**src/rtl/mac_operand_fetch.sv**
```systemverilog
// mac_operand_fetch: collects Rm, Rs and (for MLA) Rn from a two-port
// combinational register file. It then presents them as one operand set to the
// MAC stage with a valid/ready handshake.
// Optional feature: define MAC_OPERAND_FWD_EN to forward the writeback bus
// onto each read port independently during the fetch states.
module mac_operand_fetch (
  input  logic        clk,
  input  logic        rst,
  input  logic        cmd_valid,
  output logic        cmd_ready,
  input  logic [3:0]  cmd_rm,
  input  logic [3:0]  cmd_rs,
  input  logic [3:0]  cmd_rn,
  input  logic [3:0]  cmd_rd,
  input  logic        cmd_acc,
  input  logic        cmd_s,
  output logic [3:0]  rf_ra_addr,
  output logic [3:0]  rf_rb_addr,
  input  logic [31:0] rf_ra_data,
  input  logic [31:0] rf_rb_data,
  input  logic        wb_en,
  input  logic [3:0]  wb_addr,
  input  logic [31:0] wb_data,
  output logic        op_valid,
  input  logic        op_ready,
  output logic [31:0] op_in1,
  output logic [31:0] op_in2,
  output logic [31:0] op_acc,
  output logic [3:0]  op_rd,
  output logic        op_s
);

  typedef enum logic [1:0] {IDLE, FETCH_MS, FETCH_N, HOLD} state_t;

  state_t      state, state_nxt;
  logic        cmd_take;

  // command fields latched on accept
  logic [3:0]  rm_p0, rs_p0, rn_p0, rd_p0;
  logic        acc_p0, s_p0;

  // read-port values after the optional forwarding mux
  logic [31:0] ra_val, rb_val;

`ifdef MAC_OPERAND_FWD_EN
  // A matching writeback overrides the register-file data on that port only
  function automatic logic [31:0] fwd_sel(input logic [3:0] addr,
                                          input logic [31:0] rf_data,
                                          input logic fwd_en,
                                          input logic [3:0] fwd_addr,
                                          input logic [31:0] fwd_data);
    if (fwd_en && (fwd_addr == addr))
      return fwd_data;
    return rf_data;
  endfunction

  assign ra_val = fwd_sel(rf_ra_addr, rf_ra_data, wb_en, wb_addr, wb_data);
  assign rb_val = fwd_sel(rf_rb_addr, rf_rb_data, wb_en, wb_addr, wb_data);
`else
  logic unused_wb;
  assign unused_wb = ^{wb_en, wb_addr, wb_data};
  assign ra_val    = rf_ra_data;
  assign rb_val    = rf_rb_data;
`endif

  assign op_rd = rd_p0;
  assign op_s  = s_p0;

  // state register
  always_ff @(posedge clk) begin
    if (rst)
      state <= IDLE;
    else
      state <= state_nxt;
  end

  // next-state, handshake and read-address decode
  always_comb begin
    state_nxt  = state;
    cmd_ready  = 1'b0;
    cmd_take   = 1'b0;
    op_valid   = 1'b0;
    rf_ra_addr = 4'd0;
    rf_rb_addr = 4'd0;
    case (state)
      IDLE: begin
        cmd_ready = 1'b1;
        if (cmd_valid) begin
          cmd_take  = 1'b1;
          state_nxt = FETCH_MS;
        end
      end
      FETCH_MS: begin
        rf_ra_addr = rm_p0;
        rf_rb_addr = rs_p0;
        state_nxt  = acc_p0 ? FETCH_N : HOLD;
      end
      FETCH_N: begin
        rf_ra_addr = rn_p0;
        state_nxt  = HOLD;
      end
      HOLD: begin
        op_valid = 1'b1;
        if (op_ready)
          state_nxt = IDLE;
      end
      default: state_nxt = IDLE;
    endcase
  end

  // command latch and operand capture; everything held while in HOLD
  always_ff @(posedge clk) begin
    if (rst) begin
      rm_p0  <= 4'd0;
      rs_p0  <= 4'd0;
      rn_p0  <= 4'd0;
      rd_p0  <= 4'd0;
      acc_p0 <= 1'b0;
      s_p0   <= 1'b0;
      op_in1 <= 32'd0;
      op_in2 <= 32'd0;
      op_acc <= 32'd0;
    end else begin
      if (cmd_take) begin
        rm_p0  <= cmd_rm;
        rs_p0  <= cmd_rs;
        rn_p0  <= cmd_rn;
        rd_p0  <= cmd_rd;
        acc_p0 <= cmd_acc;
        s_p0   <= cmd_s;
      end
      case (state)
        FETCH_MS: begin
          op_in1 <= ra_val;
          op_in2 <= rb_val;
          if (!acc_p0)
            op_acc <= 32'd0;
        end
        FETCH_N: op_acc <= ra_val;
        default: ;
      endcase
    end
  end

endmodule

```
**config.mk**
```make
export PLATFORM = sky130hd
export DESIGN_NAME = mac_operand_fetch
export DESIGN_NICKNAME = d
export VERILOG_FILES = /design/src/rtl/mac_operand_fetch.sv
export SDC_FILE = /design/constraint.sdc
export NUM_CORES = 1
export LEC_CHECK = 0
export ABC_AREA = 0
export BUFFER_PORTS_ARGS = -buffer_cell sky130_fd_sc_hd__buf_2
export CAP_MARGIN = 20
export CORE_MARGIN = 8
export CORE_UTILIZATION = 30
export DETAILED_ROUTE_END_ITERATION = 16
export SYNTH_ARGS = -nofsm -noshare
export SYNTH_HDL_FRONTEND = slang
export SYNTH_SLANG_ARGS = --single-unit
```
**constraint.sdc**
```tcl
create_clock -name clk -period 1.7 [get_ports clk]
set_clock_uncertainty 0.2 [all_clocks]
set_input_delay 0 -clock clk [delete_from_list [all_inputs] [get_ports clk]]
set_output_delay 0 -clock clk [all_outputs]
set_load 0.01 [all_outputs]
```
**Word level (Yosys, flattened, before mapping)**

Cells that the tools add are included.

- Flip-flop bits (word level): 116
- Output and inout bits: 111
- Logic and storage cells: 32

- Eq/ne operators: 6
- Multiplexer cells: 12
- Reductions and logical operators: 4

Operators with widths:

| cell | number |
|---|---|
| 32-bit case mux with 2 select lines | 1 |
| 32-bit two-way mux | 1 |
| 2-bit case mux with 4 select lines | 1 |
| 4-bit case mux with 2 select lines | 1 |
| 2-bit != test, second input constant | 3 |
| 1-bit two-way mux | 5 |
| 2-bit == test, second input constant | 2 |
| 2-bit two-way mux | 2 |
| 4-bit two-way mux | 1 |
| 2-bit AND reduction | 2 |
| 2-bit by 1-bit == test with 1-bit output, second input constant | 1 |
| 2-bit zero test | 1 |
| 2-bit nonzero test | 1 |

**Longest topological paths before layout**

- Depth in word-level cells: 3
- Gate-level depth with buffers: 7
- Gate-level depth less buffers: 5

**Worst setup path before layout**

OpenSTA, ideal clock, no wires.

- Kind: flip-flop to flip-flop
- Start point: register state[1]
- End point: register op_acc[10]
- Library setup time: 132 ps
- Data arrival time: 1364 ps
- Path slack: 4 ps
- Cell stages (with the launch flop): 8
- Path buffers: 2
- Period minus slack after synthesis: 1696 ps
- Cell sequence: dfxtp_1 -> inv_1 -> ha_1 -> buf_4 -> or2b_4 -> buf_2 -> nand3_1 -> a21oi_1

- Longest elaborated chain between the ends: 3
- Elaborated cells between the ends (all ways): 6
- Classes of those cells: 3 x eq/ne; 1 x mux; 2 x reduce/logical

RTL lines:

| item | RTL line | RTL |
|---|---|---|
| start: declaration | 35 | `state_t state, state_nxt;` |
| start signal: assignment | 74 | `state <= state_nxt;` |
| 2-bit by 1-bit == test with 1-bit output / 2-bit == test (equally long branches) | 132 | `case (state)` |
| 2-bit != test (no source line) / 2-bit nonzero test (equally long branches) | -- |  |
| 2-bit AND reduction (no source line) | -- |  |
| end signal: assignment | 139 | `FETCH_N: op_acc <= ra_val;` |
| end: declaration | 28 | `output logic [31:0] op_acc,` |

Parallel ways exist; a longest one is shown, timed or not.
A chain may end at the register's enable or synchronous reset.

**Final worst setup path**

- Start point: register state[0]
- End point: register op_acc[17]

Same word-level chain as after synthesis.

==> metrics.md <==
| Metric | Value |
|---|---|
| Critical path startpoint category | `flop` |
| Crit path time final | `1.80 ns` |
| Core Region | `14,500 sq um` |
| DIE WIDTH | `138 um` |
| Top-area cell type share of the netlist area | `52.1%` |
| Main synth FF type | `dfxtp_1` |
| P&R area growth vs syn | `67.8%` |
| Max Cap Viol | `0` |
| Total number of vias | `4,510` |
| Worst vdd ir | `666 uV` |
| Met2 Track Usage GR | `27.6%` |
| Total wire length | `15.5 mm` |
| GP Congestion | `0.781` |
| Final #Nets | `890` |
| Slew @ Worst Pin | `0.403 ns` |
| Met1 usage | `17.3%` |
| Leakage | `3.34 nW` |
| Status | `finished with violations` |
| Die ar. | `19,000 sq um` |
| Fin cells | `958` |
| Antenna viol nets, final | `0` |
| Type of the worst min-delay path | `input port to flop` |
| Post-route setup slack | `-0.0971 ns` |
| FP Rows | `44` |
| Kind of critical path | `flop to flop` |
| Post-DP HPWL | `9.94 mm` |
| GRT overflow | `0` |
| Clock Latency Late Sink | `0.40 ns` |
| Root Driver | `clkbuf_16` |
| Final number of hold-violating endpoints | `0` |
| DRC | `0` |
| Final Util | `51.5%` |
| Crit Path Max Fanout | `8` |
| Synth Register Bits | `116` |
| GRT met3 Usage | `5.54%` |
| Most frequent cells after synthesis | `116 x dfxtp_1, 65 x nor2_1, 64 x mux2i_1, 51 x a21oi_1, 37 x nand2_1` |
| Drt initial violations | `140` |
| Worst-path clk slew | `0.06 ns` |
| Final period util | `106%` |
| Fmax | `556 MHz` |
| H-tree depth | `4` |
| Synth unique cells | `23` |
| Antenna Cells | `0` |
| CTS max path bufs | `2` |
| Post-synth EDFFs | `0` |
| Violated checks | `negative setup slack` |
| Synthesized Nets | `598` |
| Syn_area_per_cell | `9.49 sq um` |
| Unrepaired setup endpoints after global routing | `true` |
| Number of port buffers | `196` |
| First-pass GRT wire length | `23.7 mm` |
| Largest cells by area after synthesis | `dfxtp_1 52%, mux2i_1 14%, a21oi_1 5.7%` |
| FFs w/ async S/R, synth | `0%` |
| Final slew viol count | `0` |
| Grt peak-use layer | `met2` |
| CTS tree | `yes` |
| # clock sinks | `116` |
| Initial antenna violation count | `0` |
| Mapped Area | `4460 sq um` |
| Die Y | `138 um` |
| Vias in the first global route | `4,734` |
| Largest net degree at the start of global routing | `47` |
| Drt pass-1 iters | `4` |
| Cell count after synthesis | `470` |
| Placed Instances | `826` |
| Final Setup Violations | `40` |
| Critical Path RT | `1.79 ns` |
| Ys Warns | `0` |
| Via density | `4.71` |
| Slew margin rel. | `73.2%` |
| Power Density | `1620 nW/um^2` |
| Worst EP arrival | `1.88 ns` |
| Reg2reg setup slack | `-0.1 ns` |
| Initial core utilization | `30.7%` |
| Ports | `234` |
| Crit end category | `flop` |
| Count leader, synth | `dfxtp_1` |
| WL/cell | `16.1 um` |
| Inserted Clock Buffers | `17` |
| GRT Util Overall | `16.0%` |
| Synth area leader | `dfxtp_1` |
| Seq/Total Area, Yosys | `52.1%` |
| Share of cells above drive strength 1 | `36.4%` |
timing repair:
item | CTS | global route
buffers inserted | 8 | 5
hold endpoints to repair | 116 | 0
endpoints found under the setup margin | 41 | 44
gates resized for setup | 27 | 11
pin swaps | 32 | 25
hold buffers | 85 | 0
gates cloned | 3 | 2
state kept, by name, summed over array words and instances (netlist names):
name	flops
rs_p0	4
acc_p0	1
rn_p0	4
op_in2	32
state	2
op_rd	4
rm_p0	4
op_acc	32
op_s	1
op_in1	32
cell families after synthesis:
| kind of cell | synth area share (%) |
|---|---|
| muxes | 14.4 |
| DFF | 52.1 |
| and+or+nand+nor | 14.9 |
| adders and majority gates | 1.40 |
| buffers and inverters | 5.22 |
| AOI/OAI and AO/OA | 12.1 |
stage by stage:
stage	TNS [ns]	hold WS [ns]	setup WS, ns	instance area [sq um]	power [mW]
after global routing	-4.22	0.177	-0.139	7480	12.9
final	-1.74	0.159	-0.0971	7480	12.2
after floorplan	0	-0.0640	0.00414	4460	6.22
after detailed placement	-0.440	0.0456	-0.0452	5700	7.64
after global placement	0	0.0332	0.0180	5700	7.52
after CTS	-2.52	0.134	-0.0892	7400	12.1
placed cells by master (no fill, tap or decap), types with 2 or more instances in the layout:
cell type | synthesis | routed
nor2b_4 | 0 | 2
buf_2 | 12 | 191
clkinvlp_4 | 0 | 3
nand2_1 | 37 | 37
a21oi_2 | 0 | 2
nor2_1 | 65 | 65
buf_6 | 0 | 9
buf_12 | 0 | 10
clkbuf_8 | 0 | 4
mux2i_1 | 64 | 63
nand3_1 | 32 | 32
clkinv_2 | 0 | 4
o211ai_1 | 32 | 32
a22oi_2 | 0 | 4
ha_1 | 5 | 3
clkbuf_16 | 0 | 19
nor2b_1 | 8 | 6
a21oi_1 | 51 | 49
dfxtp_1 | 116 | 114
buf_4 | 14 | 16
bufinv_16 | 0 | 2
and2_4 | 0 | 4
dlygate4sd3_1 | 0 | 85
buf_16 | 0 | 2
layer usage:
metal	wire length, um	vias to the layer above
met5	0	-
met4	304	0
met3	1230	25
met2	7640	146
met1	6290	2132
li1	-	2207
critical path: stages, from the launching register on:
cell and delay (ns):
dfxtp_2 0.33, buf_6 0.11, ha_4 0.18, buf_6 0.14
nor2b_4 0.13, buf_6 0.14, clkbuf_16 0.16, o211ai_1 0.19
a21oi_1 0.09
path summary, 6_finish.rpt:
check                                      startpoint                       to  cells after the start
worst max-delay path            state[0]$_SDFFE_PP0P_  op_acc[17]$_SDFFE_PP0P_                      8
worst min-delay path                   rf_rb_data[25]  op_in2[25]$_SDFFE_PP0N_                      4
worst max register to register  state[0]$_SDFFE_PP0P_  op_acc[17]$_SDFFE_PP0P_                      8
worst min register to register      op_s$_SDFFE_PP0P_        op_s$_SDFFE_PP0P_                      2
power breakdown:
group / leakage [nW] / internal (mW) / switching [mW]
Clock: 0.284 / 2.29 / 1.20
Combinational: 2.11 / 2.49 / 2.59
Sequential: 0.947 / 3.28 / 0.301
final cells by class:
| class | count | area, sq um |
|---|---|---|
| Sequential cell | 116 | 2330 |
| Fill cell | 1325 | 7050 |
| Clock buffer | 22 | 484 |
| Clock inverter | 9 | 103 |
| Timing Repair Buffer | 315 | 2330 |
| Inverter | 2 | 10.0 |
| Multi-Input combinational cell | 310 | 2000 |
| Tap cell | 184 | 230 |
(Power assumes the default switching activity.)
